==> src/rtl/instructions_loader.sv <==
// instructions_loader: receives a framed program image (SYNC, ADDR, LEN,
// data bytes, CHK) over a valid/ready byte stream and writes it into the
// instruction memory write port, stalling the CPU while a frame is loaded.
module instructions_loader #(
  parameter int unsigned TIMEOUT = 1000,
  parameter logic [7:0]  SYNC    = 8'hA5
) (
  input  logic       clock,
  input  logic       reset,
  input  logic [7:0] byte_in,
  input  logic       byte_valid,
  output logic       byte_ready,
  output logic       mem_we,
  output logic [7:0] mem_endereco,
  output logic [7:0] mem_dado,
  output logic       cpu_hold,
  output logic       busy,
  output logic       done,
  output logic       erro
);

  typedef enum logic [2:0] {
    S_IDLE,
    S_ADDR,
    S_LEN,
    S_DATA,
    S_CHK
  } state_t;

  state_t      state_q, state_d;
  logic [7:0]  addr_q, addr_d;
  logic [8:0]  cnt_q, cnt_d;
  logic [7:0]  sum_q, sum_d;
  logic [31:0] idle_q, idle_d;
  logic        ready_q;
  logic        we_q, we_d;
  logic [7:0]  maddr_q, maddr_d;
  logic [7:0]  mdata_q, mdata_d;
  logic        hold_q, hold_d;
  logic        done_q, done_d;
  logic        erro_q, erro_d;

  logic        xfer;
  logic [31:0] idle_inc;
  logic        timeout_hit;
  logic [7:0]  chk_sum;

  assign xfer     = byte_valid && ready_q;
  assign idle_inc = idle_q + 32'd1;
  assign chk_sum  = sum_q + byte_in;

  // Fires on the edge where the idle count would reach TIMEOUT; a transfer
  // in that same cycle always wins.
  assign timeout_hit = (TIMEOUT != 0) && (state_q != S_IDLE) && !xfer &&
                       (idle_inc == TIMEOUT);

  // State register.
  always_ff @(posedge clock) begin
    if (reset) state_q <= S_IDLE;
    else       state_q <= state_d;
  end

  // Next-state logic: advance one field per accepted byte, abort on timeout.
  always_comb begin
    state_d = state_q;
    if (timeout_hit) begin
      state_d = S_IDLE;
    end else if (xfer) begin
      case (state_q)
        S_IDLE: if (byte_in == SYNC) state_d = S_ADDR;
        S_ADDR: state_d = S_LEN;
        S_LEN:  state_d = S_DATA;
        S_DATA: if (cnt_q == 9'd1) state_d = S_CHK;
        S_CHK:  state_d = S_IDLE;
        default: state_d = S_IDLE;
      endcase
    end
  end

  // Datapath and registered-output next values.
  always_comb begin
    addr_d  = addr_q;
    cnt_d   = cnt_q;
    sum_d   = sum_q;
    idle_d  = '0;
    we_d    = 1'b0;
    maddr_d = maddr_q;
    mdata_d = mdata_q;
    hold_d  = hold_q;
    done_d  = 1'b0;
    erro_d  = erro_q;

    if ((state_q != S_IDLE) && !xfer && (TIMEOUT != 0)) idle_d = idle_inc;

    if (timeout_hit) begin
      idle_d = '0;
      erro_d = 1'b1;
    end

    if (xfer) begin
      case (state_q)
        S_IDLE: begin
          if (byte_in == SYNC) begin
            hold_d = 1'b1;
            erro_d = 1'b0;
            sum_d  = '0;
          end
        end
        S_ADDR: begin
          addr_d = byte_in;
          sum_d  = byte_in;
        end
        S_LEN: begin
          cnt_d = (byte_in == 8'h00) ? 9'd256 : {1'b0, byte_in};
          sum_d = chk_sum;
        end
        S_DATA: begin
          we_d    = 1'b1;
          maddr_d = addr_q;
          mdata_d = byte_in;
          addr_d  = addr_q + 8'd1;
          cnt_d   = cnt_q - 9'd1;
          sum_d   = chk_sum;
        end
        S_CHK: begin
          sum_d = chk_sum;
          if (chk_sum == 8'h00) begin
            done_d = 1'b1;
            hold_d = 1'b0;
          end else begin
            erro_d = 1'b1;
          end
        end
        default: ;
      endcase
    end
  end

  // Datapath and output registers.
  always_ff @(posedge clock) begin
    if (reset) begin
      addr_q  <= '0;
      cnt_q   <= '0;
      sum_q   <= '0;
      idle_q  <= '0;
      ready_q <= 1'b0;
      we_q    <= 1'b0;
      maddr_q <= '0;
      mdata_q <= '0;
      hold_q  <= 1'b0;
      done_q  <= 1'b0;
      erro_q  <= 1'b0;
    end else begin
      addr_q  <= addr_d;
      cnt_q   <= cnt_d;
      sum_q   <= sum_d;
      idle_q  <= idle_d;
      ready_q <= 1'b1;
      we_q    <= we_d;
      maddr_q <= maddr_d;
      mdata_q <= mdata_d;
      hold_q  <= hold_d;
      done_q  <= done_d;
      erro_q  <= erro_d;
    end
  end

  assign byte_ready   = ready_q;
  assign mem_we       = we_q;
  assign mem_endereco = maddr_q;
  assign mem_dado     = mdata_q;
  assign cpu_hold     = hold_q;
  assign busy         = (state_q != S_IDLE);
  assign done         = done_q;
  assign erro         = erro_q;

endmodule

==> config.mk <==
export PLATFORM = sky130hd
export DESIGN_NAME = instructions_loader
export DESIGN_NICKNAME = d
export VERILOG_FILES = /design/src/rtl/instructions_loader.sv
export SDC_FILE = /design/constraint.sdc
export NUM_CORES = 1
export LEC_CHECK = 0
export CAP_MARGIN = 40
export CORE_UTILIZATION = 40
export CTS_BUF_LIST = sky130_fd_sc_hd__clkbuf_4
export CTS_CLUSTER_DIAMETER = 80
export DETAILED_ROUTE_END_ITERATION = 8
export GPL_TIMING_DRIVEN = 0
export SLEW_MARGIN = 20
export SYNTH_ARGS = -nofsm -noshare
export SYNTH_HDL_FRONTEND = slang
export SYNTH_SLANG_ARGS = --single-unit
==> constraint.sdc <==
create_clock -name clock -period 7.77 [get_ports clock]
set_clock_uncertainty 0.05 [all_clocks]
set_input_delay 1.554 -clock clock [delete_from_list [all_inputs] [get_ports clock]]
set_output_delay 1.554 -clock clock [all_outputs]
set_load 0.02 [all_outputs]
# Word-level counts from Yosys, hierarchy flattened
# Index checks and enable logic that the tools add are counted.
[totals] reg_bits=81 elab_cells=71 output_inout_bits=22
[classes] eq_ne=10 muxes=19 reduce_logical=23 bitwise_logic=3 addsub=4
[op_table] op="$add A32 B1 Y32 const B" count=1
[op_table] op="$eq A32 B10 Y1 const B" count=1
[op_table] op="$pmux W8 S3" count=1
[op_table] op="$pmux W9 S2" count=1
[op_table] op="$logic_not A8 Y1" count=2
[op_table] op="$pmux W8 S2" count=1
[op_table] op="$pmux W3 S4" count=1
[op_table] op="$eq A9 B1 Y1 const B" count=1
[op_table] op="$mux W1" count=9
[op_table] op="$mux W9" count=1
[op_table] op="$reduce_or A3 Y1" count=3
[op_table] op="$sub A9 B1 Y9 const B" count=1
[op_table] op="$add A8 B1 Y8 const B" count=1
[op_table] op="$add A8 B8 Y8" count=1
[op_table] op="$eq A8 B8 Y1 const B" count=1
[op_table] op="$mux W8" count=1
[op_table] op="$eq A3 B2 Y1 const B" count=2
[op_table] op="$mux W3" count=2
[op_table] op="$ne A2 B2 Y1 const B" count=3
[op_table] op="$reduce_and A2 Y1" count=3
[op_table] op="$reduce_and A3 Y1" count=2
[op_table] op="$reduce_bool A2 Y1" count=3
[op_table] op="$reduce_bool A3 Y1" count=2
[op_table] op="$pmux W1 S2" count=2
[op_table] op="other kinds (8)" count=13

# Logic depth before layout (Yosys ltp)
# Gate-level depths: netlist of run 1.
[logic_depth] depth_word=8 ltp_mapped=11 mapped_depth_nobuf=10

# Worst setup path after synthesis of run 1
# OpenSTA, ideal clock, no wires.
[synth_path] path_kind="input to register" startpoint="in byte_in[0]" endpoint="reg erro_q, in the netlist erro" path_slack_ps=4148 arrival_ps=3452 required_time_ps=7600 path_stages=10 cell_sequence="ha_1 inv_1 fa_1 nor2b_1 o21ai_0 a21o_1 a211oi_1 o2111a_1 and3b_1 a211o_1"
[synth_via] elab_chain_cells=5 word_cells_on_any_way=7 cone_classes="add/sub: 1; eq/ne: 1; mux: 4; reduce/logical: 1"
[synth_rtl] element="start, declared" line="10" text="input logic [7:0] byte_in,"
[synth_rtl] element="$add A8 B8 Y8" line="50" text="assign chk_sum = sum_q + byte_in;"
[synth_rtl] element="$logic_not A8 Y1" line="127" text="if (chk_sum == 8'h00) begin"
[synth_rtl] element="$mux W1" line="127"
[synth_rtl] element="$pmux W1 S2 *" line="101" text="case (state_q)"
[synth_rtl] element="$mux W1 *" line="100" text="if (xfer) begin"
[synth_rtl] element="end signal, assigned" line="164" text="erro_q <= erro_d;"
[synth_rtl] element="end, declared" line="41" text="logic erro_q, erro_d;"
# Mark *: on every way between the ends. The rest lies on a longest branch, timed or not.
# A chain may end at the register's enable or synchronous reset.

# Final worst setup path of run 1
# Same ends and word-level chain as after synthesis.

==> impl_metrics.json, run 1 <==
{
  "critical_path_required_ns": 8.11,
  "ys_seq_area_frac": 0.348,
  "initialDrtViolationCount": 195,
  "drt.antenna.violating_nets": 0,
  "final_common_cell": "dfxtp_1",
  "number_of_global_route_vias_before_repair": 4244,
  "synthesized_area_fraction_occupied_by_ao_oa_aoi_and_oai_cells": 0.193,
  "floorplan.die.height_um": 110,
  "synth.area.mux_share": 0.00215,
  "whs_ns": 0.414,
  "cts_buffers": 9,
  "post_synth_xor_area_fraction": 0.0545,
  "clock_tree_from_tritoncts": "built",
  "wire_length_of_the_first_global_routing_pass_um": 20400,
  "globalRouteTotalUtil": 0.219,
  "final_tns_setup_ns": 0,
  "place.port_buffers": 30,
  "syn_avg_cell_area_um2": 7.89,
  "cts_sinks": 81,
  "layout.cells.non_filler": 780,
  "clock_tree.root_cell": "clkbuf_4",
  "route.detailed.drc": 0,
  "commonest_cells_after_routing_fill_and_taps_aside": "81 x dfxtp_1, 71 x nand2_1, 64 x nor2_1, 45 x a21oi_1",
  "powerDensity_nw_per_um2": 140,
  "placedCellCount": 764,
  "end_kind": "flip-flop",
  "globalRouteOverflowTotal": 0,
  "rows": 39,
  "via_count": 4389,
  "timing.final.setup_violations": 0,
  "finalWirelength_um": 12200,
  "max_freq_ghz": 0.241,
  "p_leak_uw": 0.00178,
  "postCtsHoldBufs": 0,
  "synth.ff_latch_count": 81,
  "path_clk_slew_ns": 0.15,
  "power.ir.vdd_worst_v": 0.000141,
  "yosysTopAreaCellShare": 0.348,
  "worst_slew_pin_slew_ns": 0.813,
  "cts.repair_timing.setup_buffer_count": 0,
  "clk_path_buf_depth": 2,
  "fin_crit_sh": 0.534,
  "io_pins": 33,
  "clock_tree.htree_level_count": 3,
  "final.min_clock_period_ns": 4.15,
  "coreArea_um2": 11400,
  "yosys_warnings": 0,
  "synthToLayoutAreaGrowth_pct": 13.9,
  "worstSkewPairLatency_ns": 0.48,
  "synth.top_cells.by_area": "dfxtp_1 35%, nand2_1 5.7%, nor2_1 5.2%, a21oi_1 4.8%, xnor2_1 3.4%",
  "final_core_util": 0.467,
  "initial_core_util": 0.410,
  "slew_headroom": 0.454,
  "worst_hold_path_type": "reg -> reg",
  "post_cts_resized": 0,
  "slew_viol_final": 0,
  "element_type_at_the_critical_path_start": "input port",
  "place_congestion": 0.871,
  "dominant_combinational_cell_family_by_area_after_synthesis": "simple AND/OR/NAND/NOR gates",
  "yosys_most_used_dff": "dfxtp_1",
  "synthAdderAreaFrac": 0.0338,
  "crit_fanout": 6,
  "async_flop_share": 0,
  "post_synthesis_net_count": 614,
  "number_of_max_cap_violations": 0,
  "ys_types": 65,
  "fraction_of_final_layout_cells_with_drive_strength_greater_than_1": 0.0769,
  "num-fill-cells": 1182,
  "timing_hold_violations_final": 0,
  "grt_setup_unrepaired": "false",
  "arrival_ns": 4.49,
  "count_of_flip_flops_with_a_built_in_enable_after_synthesis": 0,
  "die_w_um": 110,
  "total_standard_cell_area_after_synthesis_um2": 4660,
  "insertedDiodeCount": 0,
  "grt_start_max_net_pins": 16,
  "die_area_um2": 12100,
  "wl_per_cell_um": 15.7,
  "instance_count_of_the_mapped_netlist": 591,
  "setup.worst_path.class": "in -> reg",
  "synthDominantAreaCellType": "dfxtp_1",
  "first_pass_iters": 5,
  "dp_hpwl_um": 8950,
  "post_synth_and_or_nand_nor_area_fraction": 0.303,
  "routed_via_density": 5.63,
  "fin_nets": 655,
  "run_status": "finished, final reports clean",
  "initial_antenna_violation_count": 0
}
[cell families after synthesis]
group,count (synthesis)
XOR/XNOR,29
adder cells (fa/ha/maj),12
multiplexers,1
AO/OA/AOI/OAI,141
flip-flops,81
buffers and inverters,60
AND/OR/NAND/NOR,267
[worst paths after layout]
check                                      from               to  slack [ns]  cells after the start
worst max-delay path                 byte_in[0]             erro        3.62                     11
worst min-delay path            mem_endereco[7]  mem_endereco[7]        0.41                      2
worst max register to register        idle_q[0]       state_q[2]        4.58                      9
worst min register to register  mem_endereco[7]  mem_endereco[7]        0.41                      2
[per-stage QoR]
stage	instance area, um^2	worst slack [ns]	total power (uW)
global placement	5140	3.11	456
CTS	5310	3.66	753
finish	5310	3.62	743
detailed placement	5140	3.11	456
floorplan	4660	4.15	441
global route	5310	3.43	769
[registers in the layout, indices dropped and copies added, names as in the netlist]
register	flops
done	1
mem_dado	8
state_q	3
byte_ready	1
sum_q	8
idle_q	32
addr_q	8
mem_we	1
erro	1
cpu_hold	1
mem_endereco	8
cnt_q	9
[area by class of cell]
cell class,count,area (um^2),share of cell area
Multi-Input combinational cell,450,2740,0.516
Sequential cell,81,1620,0.305
Timing Repair Buffer,30,300,0.0565
Buffer,40,229,0.0431
Tap cell,143,179,0.0337
Clock inverter,7,101,0.0191
Inverter,20,75.1,0.0141
Clock buffer,9,67.6,0.0127
[critical path: stages]
cell and delay, ns:
clkdlybuf4s50_1 0.67, ha_1 0.26, inv_1 0.07, fa_1 0.41, nor2b_1 0.13, o21ai_0 0.14, a21o_1 0.25, a211oi_1 0.29
o2111a_1 0.29, and3b_1 0.21, a211o_1 0.22
[per-layer routing]
metal | share of wire | global-route usage | vias to the layer above
met5 | 0 | 0 | -
met4 | 0.025 | 0.0867 | 0
met3 | 0.041 | 0.0500 | 29
met2 | 0.49 | 0.374 | 96
met1 | 0.45 | 0.265 | 2054
li1 | - | - | 2210
[cell usage after synthesis (all sizes together) (4+ instances only)]
master  instances
and3           13
o21a            5
inv            20
a311oi          4
nand3          27
a211o           4
ha             11
nand2          71
o21ai          31
o31ai           4
dfxtp          81
o211ai          4
xor2           11
nor2           65
and4            5
a21oi          45
nor2b           5
nand4          15
xnor2          18
nor4           13
or4             6
o221ai          5
buf            12
a22oi           8
clkbuf         28
a211oi         11
nand3b          5
and2            6
nor3           22
[report_power, final]
group / internal (uW) / total (uW) / switching (uW)
sequential: 416 / 416 / 0.200
combinational: 10.8 / 31.0 / 20.3
clock: 133 / 296 / 162
Power figures use the tool's default switching activity.
==> run 2, diff against run 1 <==
clock period = 3.67 ns   (was 7.77 ns; I/O delays follow)
==> results of run 2 <==
Same layout as run 1 (identical final DEF). Status: finished, final reports clean.
Among the figures that moved: setup slack after placement 3.11 ns -> -0.173 ns; setup slack after layout 3.62 ns -> 0.343 ns; register-to-register setup slack 4.58 ns -> 0.48 ns; total power 743 uW -> 1570 uW; worst IR drop on VDD 0.000141 V -> 0.000299 V
==> edit, RTL diff (config.mk and constraints of run 2) <==
Put one more register stage on the output `erro`, cleared by the reset. The value now appears one clock later. The other outputs are not delayed to match.
--- a/src/rtl/instructions_loader.sv
+++ b/src/rtl/instructions_loader.sv
@@ -172,7 +172,13 @@
   assign cpu_hold     = hold_q;
   assign busy         = (state_q != S_IDLE);
   assign done         = done_q;
-  assign erro         = erro_q;
+  always_ff @(posedge clock) begin
+    if (reset) begin
+      erro <= '0;
+    end else begin
+      erro <= erro_q;
+    end
+  end
 
 endmodule
 
Behaviour: not the same (a bounded check fails within 10 cycles, from zero or initial values and one cycle with reset high).
==> edit against run 2 <==
- fmax shrank 2.0%
- synthesized cell count up 2.4%
- clock power decreased by 2%
- synthesized area rose by 0.35%
- setup slack got worse by 0.066 ns
- sequential share of layout area increased by 0.28 points
- cell area increased by 0.31%
- sequential cell count rose by 1
- routed wire length fell by 0.86%
- power about the same
- non-clock buffer count decreased by 2
- critical path depth stayed put
==> edit: results (changes against run 2) <==
place_congestion: 0.883  # was 0.871
r2r_setup_slack_ns: 0.61  # was 0.48 ns
inv_count: 17  # was 20
signal_buffer_area_fraction: 0.0892  # was 0.0996
grt_pass1_vias: 4171  # was 4244
p_clk_frac: 0.390  # was 0.398
grtUsageMet3: 0.0435  # was 0.0500
dp_slack_ns: -0.186  # was -0.173 ns
seqCellArea_sq_mm: 0.00164  # was 0.00162 sq mm
grt_max_degree: 15  # was 16
worstSetupEndpoint: "cpu_hold"  # was erro
multi_input_area_sq_mm: 0.00281  # was 0.00274 sq mm
drtIter0Drc: 253  # was 195
comb-power_mw: 0.0668  # was 0.0657 mW
yosys-top-cells-area: "dfxtp_1, nand2_1, nor2_1, a21oi_1, xnor2_1"  # unchanged
port_buffers: 31  # was 30
min_period_ns: 3.39  # was 3.33 ns
grt_pass1_wl_microns: 20500  # was 20400 microns
met2_length_microns: 5840  # was 5940 microns
critPathMaxFanout: 7  # was 6
synth_fa_ha_area_frac: 0.0337  # was 0.0338
final_nets: 670  # was 655
status: "finished clean"  # unchanged
cpPeakStageDelay_ns: 0.69  # was 0.67 ns
whs_endpoint: "mem_dado[7]"  # was mem_endereco[7]
signal_buffers: 68  # was 70
wl_met1_microns: 5660  # was 5500 microns
grt_usage: 0.216  # was 0.219
synth_mux_area_frac: 0.00214  # was 0.00215
synth_compound_area_frac: 0.192  # was 0.193
cts.sinks: 82  # was 81
arrival_ns: 3.65  # was 3.67 ns
dr_wl_met3_microns: 457  # was 497 microns
-- edit: changes by cell type after synthesis, sizes merged, moves of 4 or more --
cell           run 2  this run
buf               12         7
nor2              65        77
or3                3         7
and4               5         1
xor2              11        15
a211oi            11         7
nand2             71        79
and3              13         9
nor2b              5         9
-- edit: through the flow --
| stage | util | TNS (ns) | hold WS (ns) | area [sq um] | cells |
|---|---|---|---|---|---|
| 2_1_floorplan | - | 0 | 0.382 | 4680 | 605 |
| 3_3_place_gp | 0.453 | -0.162 | 0.397 | 5170 | 779 |
| 3_5_place_dp | 0.453 | -0.275 | 0.396 | 5170 | 779 |
| 4_1_cts | 0.467 | 0 | 0.414 | 5330 | 794 |
| 5_1_grt | 0.467 | 0 | 0.439 | 5330 | 794 |
| 6_report | 0.467 | 0 | 0.412 | 5330 | 794 |
